==> config.mk <==
export PLATFORM = sky130hd
export DESIGN_NAME = pc_fetch_sequencer
export DESIGN_NICKNAME = d
export VERILOG_FILES = /design/src/rtl/pc_fetch_sequencer_pkg.sv /design/src/rtl/pc_target_sel.sv /design/src/rtl/pc_fetch_sequencer.sv
export SDC_FILE = /design/constraint.sdc
export NUM_CORES = 1
export LEC_CHECK = 0
export ABC_CLOCK_PERIOD_IN_PS = 4300
export CORE_MARGIN = 10
export CORE_UTILIZATION = 48
export CTS_BUF_LIST = sky130_fd_sc_hd__clkbuf_4 sky130_fd_sc_hd__clkbuf_8 sky130_fd_sc_hd__clkbuf_16
export DETAILED_ROUTE_END_ITERATION = 8
export GPL_TIMING_DRIVEN = 0
export PLACE_DENSITY = 0.82
export SLEW_MARGIN = 20
export SYNTH_ARGS = -nofsm -noshare
export SYNTH_HDL_FRONTEND = slang
export SYNTH_HIERARCHICAL = 1
export SYNTH_SLANG_ARGS = --single-unit
export TNS_END_PERCENT = 10
==> constraint.sdc <==
create_clock -name clk -period 4.3 [get_ports clk]
set_clock_uncertainty 0.2 [all_clocks]
set_input_delay 0.86 -clock clk [delete_from_list [all_inputs] [get_ports clk]]
set_output_delay 0.86 -clock clk [all_outputs]
set_load 0.005 [all_outputs]
==> src/rtl/pc_fetch_sequencer_pkg.sv <==
// Purpose: shared widths, NPC op / FSM encodings and the fetch-word payload
//          type for the IF-stage fetch sequencer.
// Ports:   none (package).
package pc_fetch_sequencer_pkg;

    localparam int unsigned PC_W   = 30;
    localparam int unsigned INST_W = 32;
    localparam int unsigned OFF_W  = 16;
    localparam int unsigned IDX_W  = 26;
    localparam int unsigned OP_W   = 2;

    localparam logic [31:0] RESET_PC_DEF = 32'h0000_3000;

    typedef enum logic [OP_W-1:0] {
        NPC_NORMAL = 2'b00,
        NPC_BRANCH = 2'b01,
        NPC_JUMP   = 2'b10,
        NPC_RF     = 2'b11
    } npc_op_e;

    typedef enum logic [1:0] {
        S_IDLE  = 2'b00,
        S_REQ   = 2'b01,
        S_DRAIN = 2'b10,
        S_HOLD  = 2'b11
    } state_e;

    typedef struct packed {
        logic [PC_W-1:0]   pc;
        logic [INST_W-1:0] inst;
    } fetch_word_t;

    // Sign-extend a 16-bit word offset to PC width.
    function automatic logic [PC_W-1:0] sext_off(input logic [OFF_W-1:0] off);
        return {{(PC_W-OFF_W){off[OFF_W-1]}}, off};
    endfunction

endpackage

==> src/rtl/pc_target_sel.sv <==
// Purpose: next-PC priority mux and target arithmetic (combinational).
//          Priority: EX branch > ID jr > ID jump > sequential; ID sources
//          are ignored while stalled.
// Ports:   stall, br_taken, br_pc, br_off, jmp, jr, id_pc, jmp_idx, jr_tgt,
//          seq_pc (current PC) in; npc_op, target, redirect out.
module pc_target_sel
    import pc_fetch_sequencer_pkg::*;
(
    input  logic              stall,
    input  logic              br_taken,
    input  logic [PC_W-1:0]   br_pc,
    input  logic [OFF_W-1:0]  br_off,
    input  logic              jmp,
    input  logic              jr,
    input  logic [PC_W-1:0]   id_pc,
    input  logic [IDX_W-1:0]  jmp_idx,
    input  logic [INST_W-1:0] jr_tgt,
    input  logic [PC_W-1:0]   seq_pc,
    output npc_op_e           npc_op,
    output logic [PC_W-1:0]   target,
    output logic              redirect
);

    // Byte-offset bits of jr and the low bits of the ID PC carry no target info.
    logic unused_bits;
    assign unused_bits = ^{jr_tgt[1:0], id_pc[PC_W-5:0]};

    always_comb begin
        npc_op = NPC_NORMAL;
        target = seq_pc + PC_W'(1);
        if (br_taken) begin
            npc_op = NPC_BRANCH;
            target = br_pc + sext_off(br_off);
        end else if (!stall && jr) begin
            npc_op = NPC_RF;
            target = jr_tgt[INST_W-1:2];
        end else if (!stall && jmp) begin
            npc_op = NPC_JUMP;
            target = {id_pc[PC_W-1:PC_W-4], jmp_idx};
        end
    end

    assign redirect = (npc_op != NPC_NORMAL);

endmodule

==> src/rtl/pc_fetch_sequencer.sv <==
// Purpose: owns the fetch PC, runs the imem request/ready handshake, drops
//          in-flight words on redirect and holds one word while IF/ID stalls.
// Ports:   clk, rst (sync, active high); hazard stall_i; EX branch
//          br_taken_i/br_pc_i/br_off_i; ID jmp_i/jr_i/id_pc_i/jmp_idx_i/jr_tgt_i;
//          imem imem_req_o/imem_addr_o/imem_ready_i/imem_rdata_i;
//          IF/ID pc_o/inst_o/fetch_valid_o; npc_op_o; flush_if_id_o/flush_id_ex_o.
module pc_fetch_sequencer
    import pc_fetch_sequencer_pkg::*;
#(
    parameter logic [31:0] RESET_PC = RESET_PC_DEF
) (
    input  logic              clk,
    input  logic              rst,
    input  logic              stall_i,
    input  logic              br_taken_i,
    input  logic [PC_W-1:0]   br_pc_i,
    input  logic [OFF_W-1:0]  br_off_i,
    input  logic              jmp_i,
    input  logic              jr_i,
    input  logic [PC_W-1:0]   id_pc_i,
    input  logic [IDX_W-1:0]  jmp_idx_i,
    input  logic [INST_W-1:0] jr_tgt_i,
    output logic              imem_req_o,
    output logic [PC_W-1:0]   imem_addr_o,
    input  logic              imem_ready_i,
    input  logic [INST_W-1:0] imem_rdata_i,
    output logic [PC_W-1:0]   pc_o,
    output logic [INST_W-1:0] inst_o,
    output logic              fetch_valid_o,
    output logic [OP_W-1:0]   npc_op_o,
    output logic              flush_if_id_o,
    output logic              flush_id_ex_o
);

    state_e          state;
    state_e          state_nxt;
    logic [PC_W-1:0] pc_r;
    logic [PC_W-1:0] pend_r;
    fetch_word_t     buf_r;

    npc_op_e         npc_op;
    logic [PC_W-1:0] target;
    logic            redirect;

    pc_target_sel u_sel (
        .stall    (stall_i),
        .br_taken (br_taken_i),
        .br_pc    (br_pc_i),
        .br_off   (br_off_i),
        .jmp      (jmp_i),
        .jr       (jr_i),
        .id_pc    (id_pc_i),
        .jmp_idx  (jmp_idx_i),
        .jr_tgt   (jr_tgt_i),
        .seq_pc   (pc_r),
        .npc_op   (npc_op),
        .target   (target),
        .redirect (redirect)
    );

    // State register.
    always_ff @(posedge clk) begin
        if (rst) state <= S_IDLE;
        else     state <= state_nxt;
    end

    // Next-state logic; the buffer is full exactly when in S_HOLD.
    always_comb begin
        state_nxt = state;
        case (state)
            S_IDLE:  state_nxt = S_REQ;
            S_REQ: begin
                if (redirect && !imem_ready_i)              state_nxt = S_DRAIN;
                else if (imem_ready_i && !redirect && stall_i) state_nxt = S_HOLD;
            end
            S_DRAIN: if (imem_ready_i)                      state_nxt = S_REQ;
            S_HOLD:  if (redirect || !stall_i)              state_nxt = S_REQ;
            default: state_nxt = S_IDLE;
        endcase
    end

    // Outputs; redirect-cycle op and flushes are combinational, masked in reset.
    always_comb begin
        imem_req_o    = (state == S_REQ) || (state == S_DRAIN);
        imem_addr_o   = pc_r;
        pc_o          = pc_r;
        inst_o        = imem_rdata_i;
        fetch_valid_o = 1'b0;
        npc_op_o      = NPC_NORMAL;
        flush_if_id_o = 1'b0;
        flush_id_ex_o = 1'b0;
        if (!rst) begin
            npc_op_o      = npc_op;
            flush_if_id_o = redirect;
            flush_id_ex_o = (npc_op == NPC_BRANCH);
            case (state)
                S_REQ:   fetch_valid_o = imem_ready_i && !stall_i && !redirect;
                S_HOLD: begin
                    pc_o          = buf_r.pc;
                    inst_o        = buf_r.inst;
                    fetch_valid_o = !stall_i && !redirect;
                end
                default: fetch_valid_o = 1'b0;
            endcase
        end
    end

    // PC, pending redirect target and skid buffer.
    always_ff @(posedge clk) begin
        if (rst) begin
            pc_r   <= RESET_PC[31:2];
            pend_r <= '0;
            buf_r  <= '0;
        end else begin
            case (state)
                S_IDLE: if (redirect) pc_r <= target;
                S_REQ: begin
                    if (imem_ready_i) begin
                        // target is pc_r+1 when there is no redirect
                        pc_r <= target;
                        if (!redirect && stall_i) begin
                            buf_r.pc   <= pc_r;
                            buf_r.inst <= imem_rdata_i;
                        end
                    end else if (redirect) begin
                        pend_r <= target;
                    end
                end
                S_DRAIN: begin
                    if (imem_ready_i) pc_r   <= redirect ? target : pend_r;
                    else if (redirect) pend_r <= target;
                end
                S_HOLD: if (redirect) pc_r <= target;
                default: pc_r <= pc_r;
            endcase
        end
    end

endmodule

==> results.sh <==
export IMPL_hp_start="buf_r[45]"
export IMPL_syn_nets=1316
export IMPL_layout_nets=1575
export IMPL_vdd_drop_max_mv=0.353
export IMPL_core_um2=18000
export IMPL_routabilityCongestion=0.972
export IMPL_drive_gt1_frac=0.129
export IMPL_wl_um=32800
export IMPL_worstMarginPinSlew_ns=1.02
export IMPL_cp_startpoint="br_taken_i"
export IMPL_synth_seq_cells=124
export IMPL_hold_viol=0
export IMPL_max_freq_ghz=0.236
export IMPL_antenna_cells=0
export IMPL_syn_area_um2=8740
export IMPL_fin_ws_ns=0.0714
export IMPL_die_height_um=155
export IMPL_outcome="finished, final reports clean"
export IMPL_grt_first_pass_wirelength_um=51500
export IMPL_ioPinCount=271
export IMPL_p_leak_nw=4.68
export IMPL_place_ws_ns=-0.584
export IMPL_rsz0062_at_grt="true"
export IMPL_required_ns=3.24
export IMPL_grt_max_degree=17
export IMPL_grt_ovfl_total=0
export IMPL_clk_latency_ns=0.42
export IMPL_viasPerCell=5.92
export IMPL_ys_seq_area_frac=0.284
export IMPL_dieArea_um2=24000
export IMPL_grt_pass1_vias=9500
export IMPL_ant_nets=0
export IMPL_setup_violations=0
export IMPL_ys_types=71
export IMPL_antenna_found_initial=0
export IMPL_drtIter0Drc=732
export IMPL_ys_warn_count=6
export IMPL_first_pass_iters=5
export IMPL_synth_edf_count=0
export IMPL_portBuffers=241
export IMPL_period_share=0.983
export IMPL_wl_per_cell_um=20.4
export IMPL_hold_path_class="flip-flop to flip-flop"
export IMPL_cap_violations=0
export IMPL_dp_hpwl_um=25600
export IMPL_cts_hold_buf=0
export IMPL_synth_async_reset_ratio=0
export IMPL_clk_path_buf_depth=2
export IMPL_fin_tns_setup_ns=0
export IMPL_vias=9527
export IMPL_endpoint_kind="primary output"
export IMPL_cts_buffers=17
export IMPL_synth_area_per_cell_um2=7.88
export IMPL_post_route_min_period_ns=4.23
export IMPL_synthDominantCellAreaShare=0.284
export IMPL_synthCells=1109
export IMPL_critPathKind="input port to primary output"
export IMPL_cp_arrival_ns=3.17
export IMPL_synth_area_top_cells="dfxtp_1, nand2_1, a21oi_1"
export IMPL_layout_common_cells="clkdlybuf4s50_1, nand2_1, a21oi_1, dfxtp_1, nor2_1"
export IMPL_startpoint_type="input port"
export IMPL_cp_max_fo=10
export IMPL_p_per_area_nw_per_um2=369
export IMPL_layout_commonest_cell="clkdlybuf4s50_1"
export IMPL_whs_ns=0.251
export IMPL_cts_tree="yes"
export IMPL_rows=49
export IMPL_fp_dieW_um=155
export IMPL_htree_num_levels=4
export IMPL_synth_top_area_cell="dfxtp_1"
export IMPL_initial_core_util=0.486
export IMPL_track_usage=0.264
export IMPL_cts_sinks=124
export IMPL_cts_reportedPaths_clkPinSlew_ns=0.05
export IMPL_clock_root_buffer="clkbuf_16"
export IMPL_max_slew_margin=0.316
export IMPL_synth_ff_type="dfxtp_1"
export IMPL_area_growth_pct=37.6
export IMPL_drcViolationCount=0
export IMPL_slew_viol_final=0
export IMPL_r2r_start="imem_addr_o[0]"
## flip-flops by register name (all words and copies together), names as in the netlist
| signal | flops |
|---|---|
| buf_r | 62 |
| imem_addr_o | 30 |
| pend_r | 30 |
| state | 2 |
## power breakdown
group | switching, mW | internal [mW] | leakage [nW]
clock | 0.498 | 0.907 | 0.285
combinational | 0.774 | 0.806 | 3.39
sequential | 0.195 | 1.26 | 1.01
total | 1.47 | 2.97 | 4.68
## final timing paths
path                            cells past startpoint  slack [ns]         endpoint
worst max-delay path                                6        0.07    fetch_valid_o
worst min-delay path                                2        0.25        buf_r[45]
worst max register to register                     10        0.76  imem_addr_o[18]
worst min register to register                      2        0.25        buf_r[45]
## timing repair
| item | 4_1_cts | 5_1_grt |
|---|---|---|
| cloned | 0 | 0 |
| resized for setup | 8 | 3 |
| endpoints found under the setup margin | 6 | 4 |
| setup buffers | 0 | 0 |
## stage by stage
step           total power [mW]  utilization  instance area, um^2  std cells
2_1_floorplan              2.26            -                 8740       1109
3_3_place_gp               2.99        0.637                11400       1579
3_5_place_dp               3.02        0.637                11400       1579
4_1_cts                    4.43        0.669                12000       1609
5_1_grt                    4.66        0.669                12000       1608
6_report                   4.44        0.669                12000       1608
## critical path: stages
cell             delay (ns)
clkdlybuf4s50_1        0.52
inv_1                  0.12
clkbuf_1               0.44
nand3_2                0.31
nor4_1                 0.33
clkdlybuf4s50_1        0.59
## layout make-up
| class | count | area, um^2 |
|---|---|---|
| inverters | 21 | 78.8 |
| fillers | 1496 | 5940 |
| repair buffers | 241 | 2410 |
| plain buffers | 81 | 404 |
| clock buffers | 23 | 489 |
| multi-input cells | 882 | 5780 |
| well taps | 229 | 287 |
| clock inverters | 7 | 90.1 |
| flip-flops and latches | 124 | 2480 |
## Yosys cell counts, drive strengths merged, types with 2 or more instances
library cell,number
nand2,215
a21oi,155
dfxtp,124
a211oi,67
nor2,64
mux2,62
buf,41
clkbuf,41
mux2i,36
ha,33
o21ai,27
xor2,23
inv,21
nand3,21
xnor2,20
a21o,19
nor3,17
nand2b,12
nand4,10
nor4,10
a31oi,8
and3,8
nor2b,8
a311oi,5
and4,5
or3,5
o21a,4
a211o,3
and2,3
o22ai,3
a221o,2
a221oi,2
a22o,2
a31o,2
a41o,2
o211ai,2
o31ai,2
o41ai,2
or4,2
## per-layer routing
| layer | vias to the layer above | GRT usage | routed length, um |
|---|---|---|---|
| li1 | 4496 | - | - |
| met4 | 0 | 0.103 | 1040 |
| met3 | 70 | 0.0667 | 2920 |
| met1 | 4493 | 0.328 | 13500 |
| met5 | - | 0 | 0 |
| met2 | 468 | 0.429 | 15400 |
## cells by family after synthesis
family,Yosys count,share of synthesized area
and+or+nand+nor,386,0.205
AOI/OAI and AO/OA,321,0.242
DFF,124,0.284
buffers and inverters,103,0.0550
muxes,98,0.121
xor gates and xnor gates,43,0.0431
adders and majority gates,34,0.0495
Note: power is estimated with default switching activity, not from simulation.
